--- src/rtl/pipe_pkg.sv ---
// pipe_pkg
//   Shared definitions for the fetch-stage sequencer: the sequencer state
//   enum, address geometry, the watchdog limit and the predicate that
//   decides whether a redirect target is a legal fetch address.
package pipe_pkg;

  localparam int AW          = 8;   // address width (signed at the PC)
  localparam int STEP        = 4;   // sequential word-fetch increment
  localparam int STALL_LIMIT = 16;  // consecutive stalls before FAULT
  localparam int STALL_CW    = $clog2(STALL_LIMIT);

  // A legal target has the sign bit clear and is word aligned.
  localparam int SIGN_BIT   = AW - 1;
  localparam int ALIGN_BITS = 2;
  localparam logic [AW-1:0] ILLEGAL_MASK =
    AW'((1 << SIGN_BIT) | ((1 << ALIGN_BITS) - 1));

  // Sequential fetch wraps inside the positive half of the address space.
  localparam logic [AW-1:0] WRAP_MASK = AW'((1 << SIGN_BIT) - 1);

  typedef enum logic [2:0] {
    BOOT,
    RUN,
    STALL,
    HALT,
    FAULT
  } seq_state_e;

  function automatic logic addr_legal(input logic [AW-1:0] addr);
    return (addr & ILLEGAL_MASK) == '0;
  endfunction

endpackage

--- src/rtl/pc_sequencer_if.sv ---
// pc_sequencer_if
//   Bundles the sequencer's hazard/branch inputs and its PC-side outputs.
//   master : the surrounding pipeline (drives requests, observes results)
//   slave  : the pc_sequencer itself
interface pc_sequencer_if;
  import pipe_pkg::*;

  logic [AW-1:0] curr_addr;
  logic          stall;
  logic          br_taken;
  logic [AW-1:0] br_target;
  logic          jmp;
  logic [AW-1:0] jmp_target;
  logic          halt_req;
  logic [AW-1:0] next_addr;
  logic          fetch_valid;
  logic          flush_if;
  logic          flush_id;
  logic          halted;
  logic          fault;
  logic [7:0]    fetch_count;

  modport master (
    output curr_addr, stall, br_taken, br_target, jmp, jmp_target, halt_req,
    input  next_addr, fetch_valid, flush_if, flush_id, halted, fault, fetch_count
  );

  modport slave (
    input  curr_addr, stall, br_taken, br_target, jmp, jmp_target, halt_req,
    output next_addr, fetch_valid, flush_if, flush_id, halted, fault, fetch_count
  );

endinterface

--- src/rtl/target_check.sv ---
// target_check
//   Combinational legality check for a redirect target.
//   target : candidate fetch address
//   legal  : 1 when the target is word aligned and non-negative
module target_check
  import pipe_pkg::*;
(
  input  logic [AW-1:0] target,
  output logic          legal
);

  assign legal = addr_legal(target);

endmodule

--- src/rtl/pc_sequencer.sv ---
// pc_sequencer
//   Fetch-stage controller. Every cycle it chooses the address the PC
//   register loads on the next edge, arbitrating branch > jump > halt >
//   stall > sequential, and raises IF/ID flush strobes on redirects.
//   Illegal targets or a stall lasting STALL_LIMIT cycles trap into FAULT.
//   clk, rst_n : clock and asynchronous active-low reset
//   bus        : curr_addr/stall/br_*/jmp*/halt_req in;
//                next_addr/flush_*/fetch_valid/halted/fault/fetch_count out
module pc_sequencer
  import pipe_pkg::*;
(
  input  logic           clk,
  input  logic           rst_n,
  pc_sequencer_if.slave  bus
);

  seq_state_e          state, next_state;
  logic [STALL_CW-1:0] stall_cnt;
  logic [7:0]          fetch_count;
  logic                fetch_valid, halted, fault;

  logic [AW-1:0] next_addr;
  logic          flush_if, flush_id;
  logic          stall_sel;
  logic          br_legal, jmp_legal;
  logic [AW-1:0] seq_addr;

  target_check u_br_check  (.target(bus.br_target),  .legal(br_legal));
  target_check u_jmp_check (.target(bus.jmp_target), .legal(jmp_legal));

  assign seq_addr = (bus.curr_addr + AW'(STEP)) & WRAP_MASK;

  // Selection mux. A taken branch squashes the younger jump/halt/stall
  // requests; an illegal target freezes the PC and flushes both stages.
  always_comb begin
    next_addr  = '0;
    flush_if   = 1'b0;
    flush_id   = 1'b0;
    stall_sel  = 1'b0;
    next_state = state;
    unique case (state)
      BOOT: begin
        next_state = RUN;
      end
      RUN, STALL: begin
        if (bus.br_taken) begin
          flush_if = 1'b1;
          flush_id = 1'b1;
          if (br_legal) begin
            next_addr  = bus.br_target;
            next_state = RUN;
          end else begin
            next_addr  = bus.curr_addr;
            next_state = FAULT;
          end
        end else if (bus.jmp) begin
          flush_if = 1'b1;
          if (jmp_legal) begin
            next_addr  = bus.jmp_target;
            next_state = RUN;
          end else begin
            flush_id   = 1'b1;
            next_addr  = bus.curr_addr;
            next_state = FAULT;
          end
        end else if (bus.halt_req) begin
          next_addr  = bus.curr_addr;
          next_state = HALT;
        end else if (bus.stall) begin
          stall_sel  = 1'b1;
          next_addr  = bus.curr_addr;
          // Watchdog: the STALL_LIMIT-th consecutive stall traps.
          next_state = (stall_cnt == STALL_CW'(STALL_LIMIT - 1)) ? FAULT : STALL;
        end else begin
          next_addr  = seq_addr;
          next_state = RUN;
        end
      end
      HALT, FAULT: begin
        next_addr = bus.curr_addr;
      end
      default: begin
        next_state = FAULT;
      end
    endcase
  end

  // State, counters and the state-decoded status flags, all updated on the
  // same edge the PC loads next_addr.
  always_ff @(posedge clk or negedge rst_n) begin
    if (!rst_n) begin
      state       <= BOOT;
      stall_cnt   <= '0;
      fetch_count <= '0;
      fetch_valid <= 1'b0;
      halted      <= 1'b0;
      fault       <= 1'b0;
    end else begin
      state       <= next_state;
      fetch_valid <= (next_state == RUN) || (next_state == STALL);
      halted      <= (next_state == HALT);
      fault       <= (next_state == FAULT);
      if (state == RUN || state == STALL) begin
        stall_cnt <= stall_sel ? stall_cnt + 1'b1 : '0;
        if (!stall_sel && fetch_count != 8'hFF) begin
          fetch_count <= fetch_count + 8'd1;
        end
      end
    end
  end

  assign bus.next_addr   = next_addr;
  assign bus.flush_if    = flush_if;
  assign bus.flush_id    = flush_id;
  assign bus.fetch_valid = fetch_valid;
  assign bus.halted      = halted;
  assign bus.fault       = fault;
  assign bus.fetch_count = fetch_count;

endmodule

--- src/flat_wrapper.sv ---
// flat-port wrapper written by rule: the top's interface ports become plain ports
module pc_sequencer_flat import pipe_pkg::*;
  (clk, rst_n, bus_curr_addr, bus_stall, bus_br_taken, bus_br_target, bus_jmp, bus_jmp_target, bus_halt_req, bus_next_addr, bus_fetch_valid, bus_flush_if, bus_flush_id, bus_halted, bus_fault, bus_fetch_count);
  pc_sequencer_if bus_i ();
  input  logic clk;
  input  logic rst_n;
  input wire logic [$bits(bus_i.curr_addr)-1:0] bus_curr_addr;
  input wire logic [$bits(bus_i.stall)-1:0] bus_stall;
  input wire logic [$bits(bus_i.br_taken)-1:0] bus_br_taken;
  input wire logic [$bits(bus_i.br_target)-1:0] bus_br_target;
  input wire logic [$bits(bus_i.jmp)-1:0] bus_jmp;
  input wire logic [$bits(bus_i.jmp_target)-1:0] bus_jmp_target;
  input wire logic [$bits(bus_i.halt_req)-1:0] bus_halt_req;
  output wire logic [$bits(bus_i.next_addr)-1:0] bus_next_addr;
  output wire logic [$bits(bus_i.fetch_valid)-1:0] bus_fetch_valid;
  output wire logic [$bits(bus_i.flush_if)-1:0] bus_flush_if;
  output wire logic [$bits(bus_i.flush_id)-1:0] bus_flush_id;
  output wire logic [$bits(bus_i.halted)-1:0] bus_halted;
  output wire logic [$bits(bus_i.fault)-1:0] bus_fault;
  output wire logic [$bits(bus_i.fetch_count)-1:0] bus_fetch_count;
  assign bus_i.curr_addr = bus_curr_addr;
  assign bus_i.stall = bus_stall;
  assign bus_i.br_taken = bus_br_taken;
  assign bus_i.br_target = bus_br_target;
  assign bus_i.jmp = bus_jmp;
  assign bus_i.jmp_target = bus_jmp_target;
  assign bus_i.halt_req = bus_halt_req;
  assign bus_next_addr = bus_i.next_addr;
  assign bus_fetch_valid = bus_i.fetch_valid;
  assign bus_flush_if = bus_i.flush_if;
  assign bus_flush_id = bus_i.flush_id;
  assign bus_halted = bus_i.halted;
  assign bus_fault = bus_i.fault;
  assign bus_fetch_count = bus_i.fetch_count;
  pc_sequencer u_core (.clk(clk), .rst_n(rst_n), .bus(bus_i));
endmodule
--- config.mk ---
export PLATFORM = sky130hd
export DESIGN_NAME = pc_sequencer_flat
export DESIGN_NICKNAME = d
export VERILOG_FILES = /design/src/rtl/pipe_pkg.sv /design/src/rtl/pc_sequencer_if.sv /design/src/rtl/target_check.sv /design/src/rtl/pc_sequencer.sv /design/src/flat_wrapper.sv
export SDC_FILE = /design/constraint.sdc
export NUM_CORES = 1
export LEC_CHECK = 0
export ABC_AREA = 1
export CORE_MARGIN = 2
export CORE_UTILIZATION = 45
export CTS_CLUSTER_SIZE = 25
export DETAILED_ROUTE_END_ITERATION = 16
export GPL_ROUTABILITY_DRIVEN = 0
export PLACE_DENSITY = 0.8
export RECOVER_POWER = 100
export SYNTH_ARGS = -nofsm -noshare
export SYNTH_HDL_FRONTEND = slang
export SYNTH_HIERARCHICAL = 1
export SYNTH_SLANG_ARGS = --single-unit
--- constraint.sdc ---
create_clock -name clk -period 2.6 [get_ports clk]
set_input_delay 0.78 -clock clk [delete_from_list [all_inputs] [get_ports clk]]
set_output_delay 0.78 -clock clk [all_outputs]
set_load 0.03 [all_outputs]
==> summary.txt, run 1 <==
STA
  • Fin crit share: 102%
  • Fmax: 0.377 GHz
  • Setup violators final: 5
  • Worst clock skew: 0.0145 ns
  • Max-slew violation count: 0
  • Fin crit period: 2.65 ns
  • Rel. slew slack: 34.8%
  • Worst Max-Slew Pin Slew: 0.978 ns
  • Worst Slack Setup Final: -0.0538 ns
  • RSZ-0062 raised after global routing: yes
  • Fin. Hold Viols: 0

Yosys
  • Largest cells by area after synthesis: dfrtp_1 30%, nand2_1 21%, nand3_1 8.4%, inv_1 8.4%, nor2_1 6.3%
  • Netlist cell types: 23
  • Post-Synth Simple-Gate Area: 39.3%
  • Yosys reg bits: 18
  • Register area share after synthesis: 30.4%
  • Post-Synthesis Cell Area: 0.00148 sq mm
  • Post-synthesis mux area share: 0%
  • Post-synth top area share: 30.4%
  • Post-Syn Instances: 239
  • Synth Area in Adders: 2.53%
  • Largest family of logic cells by synthesized area: simple AND/OR/NAND/NOR gates
  • Post-synthesis xor/xnor area fraction: 4.73%
  • Synth Area in Compound Gates: 11.3%
  • Yosys warning count: 6
  • Net Count, Synth: 272
  • Avg Inst Size Synth: 6.20 sq um
  • Synth area leader: dfrtp_1

GRT
  • Largest net degree at the start of global routing: 19
  • GRT Total Usage: 24.9%
  • First-pass GRT wire length: 7060 microns
  • Vias in the first global route: 1,727
  • Total congestion overflow: 0
  • Initial antenna violation count: 0

Power and ir drop
  • Clock Power Share: 17.2%
  • Power Internal: 0.000606 W
  • Combinational power share: 48.1%
  • Sw power: 0.000377 W
  • Maximum vdd ir drop: 0.000427 V
  • Total power: 0.000983 W
  • PwrDens: 407 mW/mm^2
  • Sequential share of power: 34.7%
  • Leak: 1.28 nW
  • Switching share of power: 38.4%

Detailed routing
  • Detail Route Antenna Nets: 0
  • Vias: 1,861
  • Drt first-iter violations: 115
  • Vias per inst: 5.06
  • Post-route DRC: 0
  • Drt first pass iters: 4
  • Wirelength per Cell: 12.8 microns
  • DRT Wirelength: 4730 microns

Final layout
  • Diodes inserted: 0
  • Syn-to-layout area delta: 63.2%
  • Layout cells sized above 1: 29.0%
  • Fill count: 244
  • Layout Nets: 358

Critical path
  • Worst setup EP type: primary output
  • Worst r2r dst: u_core/bus.fetch_valid
  • Cell depth of the worst flop-to-flop path: 6
  • Worst setup SP type: input port
  • Crit Path Class: input port to primary output
  • RR Startpoint: u_core/stall_cnt[0]
  • Reg2reg setup slack: 1.09 ns
  • Critical path destination: bus_next_addr[0]
  • Arrival @ worst endpoint: 1.87 ns
  • CP startpoint: bus_jmp_target[1]
  • WP data required: 1.82 ns
  • CP Max Fanout: 5

Min path
  • Hold Crit Class: flip-flop to flip-flop
  • Hold path start: u_core/bus.fetch_count[1]

Placement
  • Hpwl dp: 3380 microns
  • Pre-CTS setup slack: -0.845 ns
  • Port bufs: 50

Status
  • Failing checks: setup timing
  • Status: finished with violations

Clocking
  • Clock-pin transition on the worst setup and hold timing paths: 0.09 ns
  • Clock root cell: clkbuf_4
  • H-Tree Depth: 1
  • CTS Buf Count: 3
  • Sink Count: 18
  • Clock latency on the worst-skew pair: 0.29 ns
  • CTS tree: done
  • Buffer depth of the longest clock path: 2
  • Post-CTS Hold Fix Bufs: 0

Floorplanning
  • IO Count: 51
  • Full die area: 0.00377 sq mm
  • DIE WIDTH: 61.4 microns
  • Die H: 61.4 microns
  • Core Box Area: 0.00310 sq mm
  • Std cell rows: 20
  • Initial cell density of the core: 47.7%

Job
  • MaxCap Viol Count: 0
-- layout by cell type (no fill, tap or decap), drive strengths merged --
| cell type | instances |
|---|---|
| a21oi | 9 |
| buf | 47 |
| clkbuf | 12 |
| clkdlybuf4s15 | 2 |
| clkdlybuf4s50 | 8 |
| clkinv | 2 |
| dfrtp | 18 |
| dlygate4sd2 | 4 |
| dlygate4sd3 | 12 |
| dlymetal6s2s | 5 |
| ha | 3 |
| inv | 34 |
| nand2 | 82 |
| nand3 | 27 |
| nand3b | 1 |
| nand4 | 1 |
| nor2 | 28 |
| o211ai | 1 |
| o21ai | 20 |
| xnor2 | 5 |
| xor2 | 3 |
-- worst min-delay path by stage --
stage | endpoint | slack [ns] | depth (start not counted)
floorplan | u_core/stall_cnt[0] | 0.47 | 1
global placement | u_core/stall_cnt[1] | 0.50 | 2
detailed placement | u_core/bus.fetch_count[6] | 0.51 | 2
CTS | u_core/stall_cnt[0] | 0.54 | 1
global route | u_core/stall_cnt[1] | 0.57 | 2
finish | u_core/bus.fetch_count[1] | 0.54 | 2
-- worst max-delay path, stage by stage --
cell and delay, ns:
buf_6 0.10, inv_2 0.05, nand2_2 0.06, nor2_4 0.13, nand2_4 0.09, buf_6 0.14, a21oi_2 0.11, o21ai_1 0.07
nand2_1 0.07, nand2_1 0.06, o21ai_2 0.07, buf_6 0.15
-- area by class of cell --
| class | instances | area (sq um) | area share, % |
|---|---|---|---|
| multi-input combinational | 180 | 946 | 39.1 |
| clock buffer | 4 | 36.3 | 1.50 |
| tap | 44 | 55.1 | 2.28 |
| timing repair buffer | 86 | 783 | 32.4 |
| inverter | 36 | 146 | 6.06 |
| sequential | 18 | 450 | 18.6 |
-- what timing repair did --
item                       in CTS  in global routing
setup buffers                   5                  6
pin swaps                      19                 21
gates resized for setup       113                 20
setup endpoints to repair      10                  8
-- state kept, by name, indices dropped and copies added, names as in the netlist --
name                    flops
u_core/bus.fetch_valid      1
u_core/bus.halted           1
u_core/bus.fetch_count      8
u_core/bus.fault            1
u_core/stall_cnt            4
u_core/state                3
-- power groups by stage --
| stage | clock [W] | sequential [W] | combinational [W] |
|---|---|---|---|
| 5_1_grt | 0.000183 | 0.000346 | 0.000509 |
| 6_report | 0.000169 | 0.000341 | 0.000473 |
| 3_5_place_dp | 0 | 0.000349 | 0.000443 |
| 2_1_floorplan | 0 | 0.000394 | 0.000189 |
| 4_1_cts | 0.000175 | 0.000343 | 0.000474 |
| 3_3_place_gp | 0 | 0.000347 | 0.000437 |
-- per-layer routing --
| metal | vias up | part of all wire [%] | routed length [microns] | global-route usage [%] |
|---|---|---|---|---|
| met3 | 4 | 5.8 | 276 | 3.99 |
| met5 | - | 0 | 0 | 0 |
| met4 | 0 | 0.59 | 28 | 6.08 |
| met2 | 57 | 52 | 2440 | 44.1 |
| met1 | 882 | 42 | 1990 | 32.0 |
| li1 | 918 | - | - | - |
-- cells by family (layout without fill, tap and decap cells) --
group | after synthesis | in the layout
AO/OA/AOI/OAI | 30 | 30
XOR/XNOR | 8 | 8
adder cells (fa/ha/maj) | 3 | 3
buffers and inverters | 41 | 126
flip-flops | 18 | 18
AND/OR/NAND/NOR | 139 | 139
-- per-stage QoR --
stage               std cells  hold slack [ns]  TNS [ns]  cell area (sq um)  util (%)
floorplan                 239            0.473         0               1490         -
global placement          355            0.498     -5.34               2190      70.7
detailed placement        355            0.510     -5.73               2190      70.7
CTS                       362            0.537    -0.122               2370      76.4
global route              368            0.570    -0.654               2420      77.9
finish                    368            0.543    -0.170               2420      77.9
-- cells in the mapped netlist --
cell       n
o21ai_2    4
a21oi_1    9
buf_6      2
o211ai_1   1
nand4_1    1
nand2_2    1
dfrtp_1   18
nor2_1    25
ha_1       3
o21ai_1    1
buf_2      3
inv_2      1
nand2_1   81
inv_1     33
o21ai_0   15
xor2_1     3
nor2_2     3
nand3_2    2
nand3_1   25
xnor2_1    5
clkinv_2   1
clkinv_1   1
nand3b_1   1
Note: power is estimated with default switching activity, not from simulation.
==> run 2, diff against run 1 <==
--- a/config.mk
+++ b/config.mk
@@ -11,7 +11,7 @@
 export CTS_CLUSTER_SIZE = 25
 export DETAILED_ROUTE_END_ITERATION = 16
 export GPL_ROUTABILITY_DRIVEN = 0
-export PLACE_DENSITY = 0.8
+export PLACE_DENSITY = 0.91
 export RECOVER_POWER = 100
 export SYNTH_ARGS = -nofsm -noshare
 export SYNTH_HDL_FRONTEND = slang
==> summary.txt, run 2 (same netlist as run 1, synthesis figures left out) <==
Clocking
  • Buffer depth of the longest clock path: 2
  • CTS tree: done
  • Clock-pin transition on the worst setup and hold timing paths: 0.10 ns
  • Sink Count: 18
  • Post-CTS Hold Fix Bufs: 0
  • H-Tree Depth: 1
  • Clock latency on the worst-skew pair: 0.30 ns
  • CTS Buf Count: 3
  • Clock root cell: clkbuf_4

Final layout
  • Non-filler instance count after layout: 355
  • Commonest non-fill, non-tap cell in the layout: nand2_1
  • Most flop-heavy register: u_core/bus.fetch_count
  • Syn-to-layout area delta: 59.2%
  • Layout cells sized above 1: 32.2%
  • Most frequent cells in the layout: 69 x nand2_1, 23 x inv_1, 21 x clkdlybuf4s50_1, 21 x nor2_1
  • Top flop regs: u_core/bus.fetch_count: 8 flops, u_core/stall_cnt: 4 flops, u_core/state: 3 flops
  • Layout Nets: 345
  • Diodes inserted: 0
  • Max reg flops: 8

GRT
  • Global Route met3 Usage: 3.15%
  • Vias in the first global route: 1,650
  • Largest net degree at the start of global routing: 19
  • Grt met1 use: 35.0%
  • First-pass GRT wire length: 7420 microns
  • M2 GR Usage: 45.6%
  • GRT Total Usage: 26.4%
  • Total congestion overflow: 0
  • Top Usage Layer GRT: met2
  • Initial antenna violation count: 0

Status
  • Status: finished with violations
  • Failing checks: setup timing

STA
  • Setup violators final: 4
  • Fin crit share: 101%
  • Worst Max-Slew Pin Slew: 0.932 ns
  • Fin. Hold Viols: 0
  • Setup TNS: -0.0327 ns
  • Fmax: 0.382 GHz
  • Max-slew violation count: 0
  • Worst clock skew: 0.0152 ns
  • RSZ-0062 raised after global routing: yes
  • Rel. slew slack: 37.9%
  • Worst Slack Setup Final: -0.0156 ns
  • Fin crit period: 2.62 ns

Critical path
  • Worst setup EP type: primary output
  • Crit Path Class: input port to primary output
  • WP data required: 1.82 ns
  • CP Max Fanout: 7
  • Arrival @ worst endpoint: 1.84 ns
  • Worst setup SP type: input port
  • Reg2reg setup slack: 1.04 ns

Detailed routing
  • Drt first pass iters: 5
  • Wirelength per Cell: 14.5 microns
  • Drt first-iter violations: 260
  • DRT Wirelength: 5140 microns
  • Post-route DRC: 0
  • Vias: 1,891
  • Vias per inst: 5.33
  • Detail Route Antenna Nets: 0

Placement
  • Post-Place Cells: 343
  • Port bufs: 50
  • Hpwl dp: 3280 microns

Floorplanning
  • Initial cell density of the core: 47.7%
  • DIE WIDTH: 61.4 microns
  • Full die area: 0.00377 sq mm
  • Std cell rows: 20
  • Core Box Area: 0.00310 sq mm
  • IO Count: 51
  • Die H: 61.4 microns

Min path
  • Hold Crit Class: flip-flop to flip-flop

Power and ir drop
  • PwrDens: 422 mW/mm^2
  • Leak: 1.21 nW
  • Maximum vdd ir drop: 0.000530 V

Job
  • MaxCap Viol Count: 0
-- run 2: changes by cell type in the layout (fill, tap and decap cells not counted), moves of 6 or more --
cell and delta:
nand2_1 -6, dlygate4sd3_1 -11, o21ai_0 -6, buf_4 -6, clkdlybuf4s50_1 +13
-- run 2: repair_timing --
| action | CTS | global route |
|---|---|---|
| pin swaps | 19 | 19 |
| buffers inserted | 4 | 4 |
| hold endpoints to repair | 0 | 0 |
| gates cloned | 1 | 0 |
| resized for setup | 76 | 46 |
| endpoints found under the setup margin | 10 | 8 |
-- run 2: cell type report --
class | instances | area, sq um
multi-input combinational | 180 | 995
inverter | 36 | 144
fill | 231 | 744
clock buffer | 4 | 36.3
timing repair buffer | 72 | 672
sequential | 18 | 450
timing repair inverter | 1 | 6.26
tap | 44 | 55.1
-- run 2: final timing paths --
kind                                     startpoint                   endpoint  cells past startpoint
worst max-delay path              bus_jmp_target[0]           bus_next_addr[4]                     12
worst max register to register      u_core/state[1]  u_core/bus.fetch_count[1]                      8
min in group asynchronous                     rst_n  u_core/bus.fetch_count[3]                      2
max in group asynchronous                     rst_n     u_core/bus.fetch_valid                      2
worst min register to register  u_core/stall_cnt[0]        u_core/stall_cnt[0]                      1
worst min-delay path            u_core/stall_cnt[0]        u_core/stall_cnt[0]                      1
-- run 2: metrics by stage --
step                      hold slack [ns]  utilization [%]  cell area, sq um  worst slack, ns  power [W]
after floorplan                     0.473                -              1490           0.0507   0.000583
after global placement              0.494             68.0              2110           -0.461   0.000768
after detailed placement            0.497             68.0              2110           -0.516   0.000775
after CTS                           0.524             72.5              2250         -0.00203   0.000969
after global routing                0.537             76.0              2360          -0.0961    0.00106
final                               0.533             76.0              2360          -0.0156   0.000996
-- run 2: routing by layer --
layer	wire (microns)	up-vias
met5	0	-
met4	186	0
met3	374	26
met2	2570	99
met1	2010	871
li1	-	895
-- run 2: report_power, final --
part	switching (W)	internal, W	leakage, nW
Clock	0.0000829	0.0000854	0.0210
Combinational	0.000276	0.000208	0.948
Sequential	0.0000327	0.000311	0.236
Total	0.000392	0.000604	1.21
-- run 2: critical path, cell delays in order --
cell,delay [ns]
buf_6,0.09
inv_2,0.05
nand2_2,0.06
nor2_4,0.13
nand2_4,0.11
nor2_2,0.18
a21oi_4,0.04
nand2_1,0.09
nand2_2,0.05
nand2_2,0.06
nand2_2,0.05
buf_6,0.13
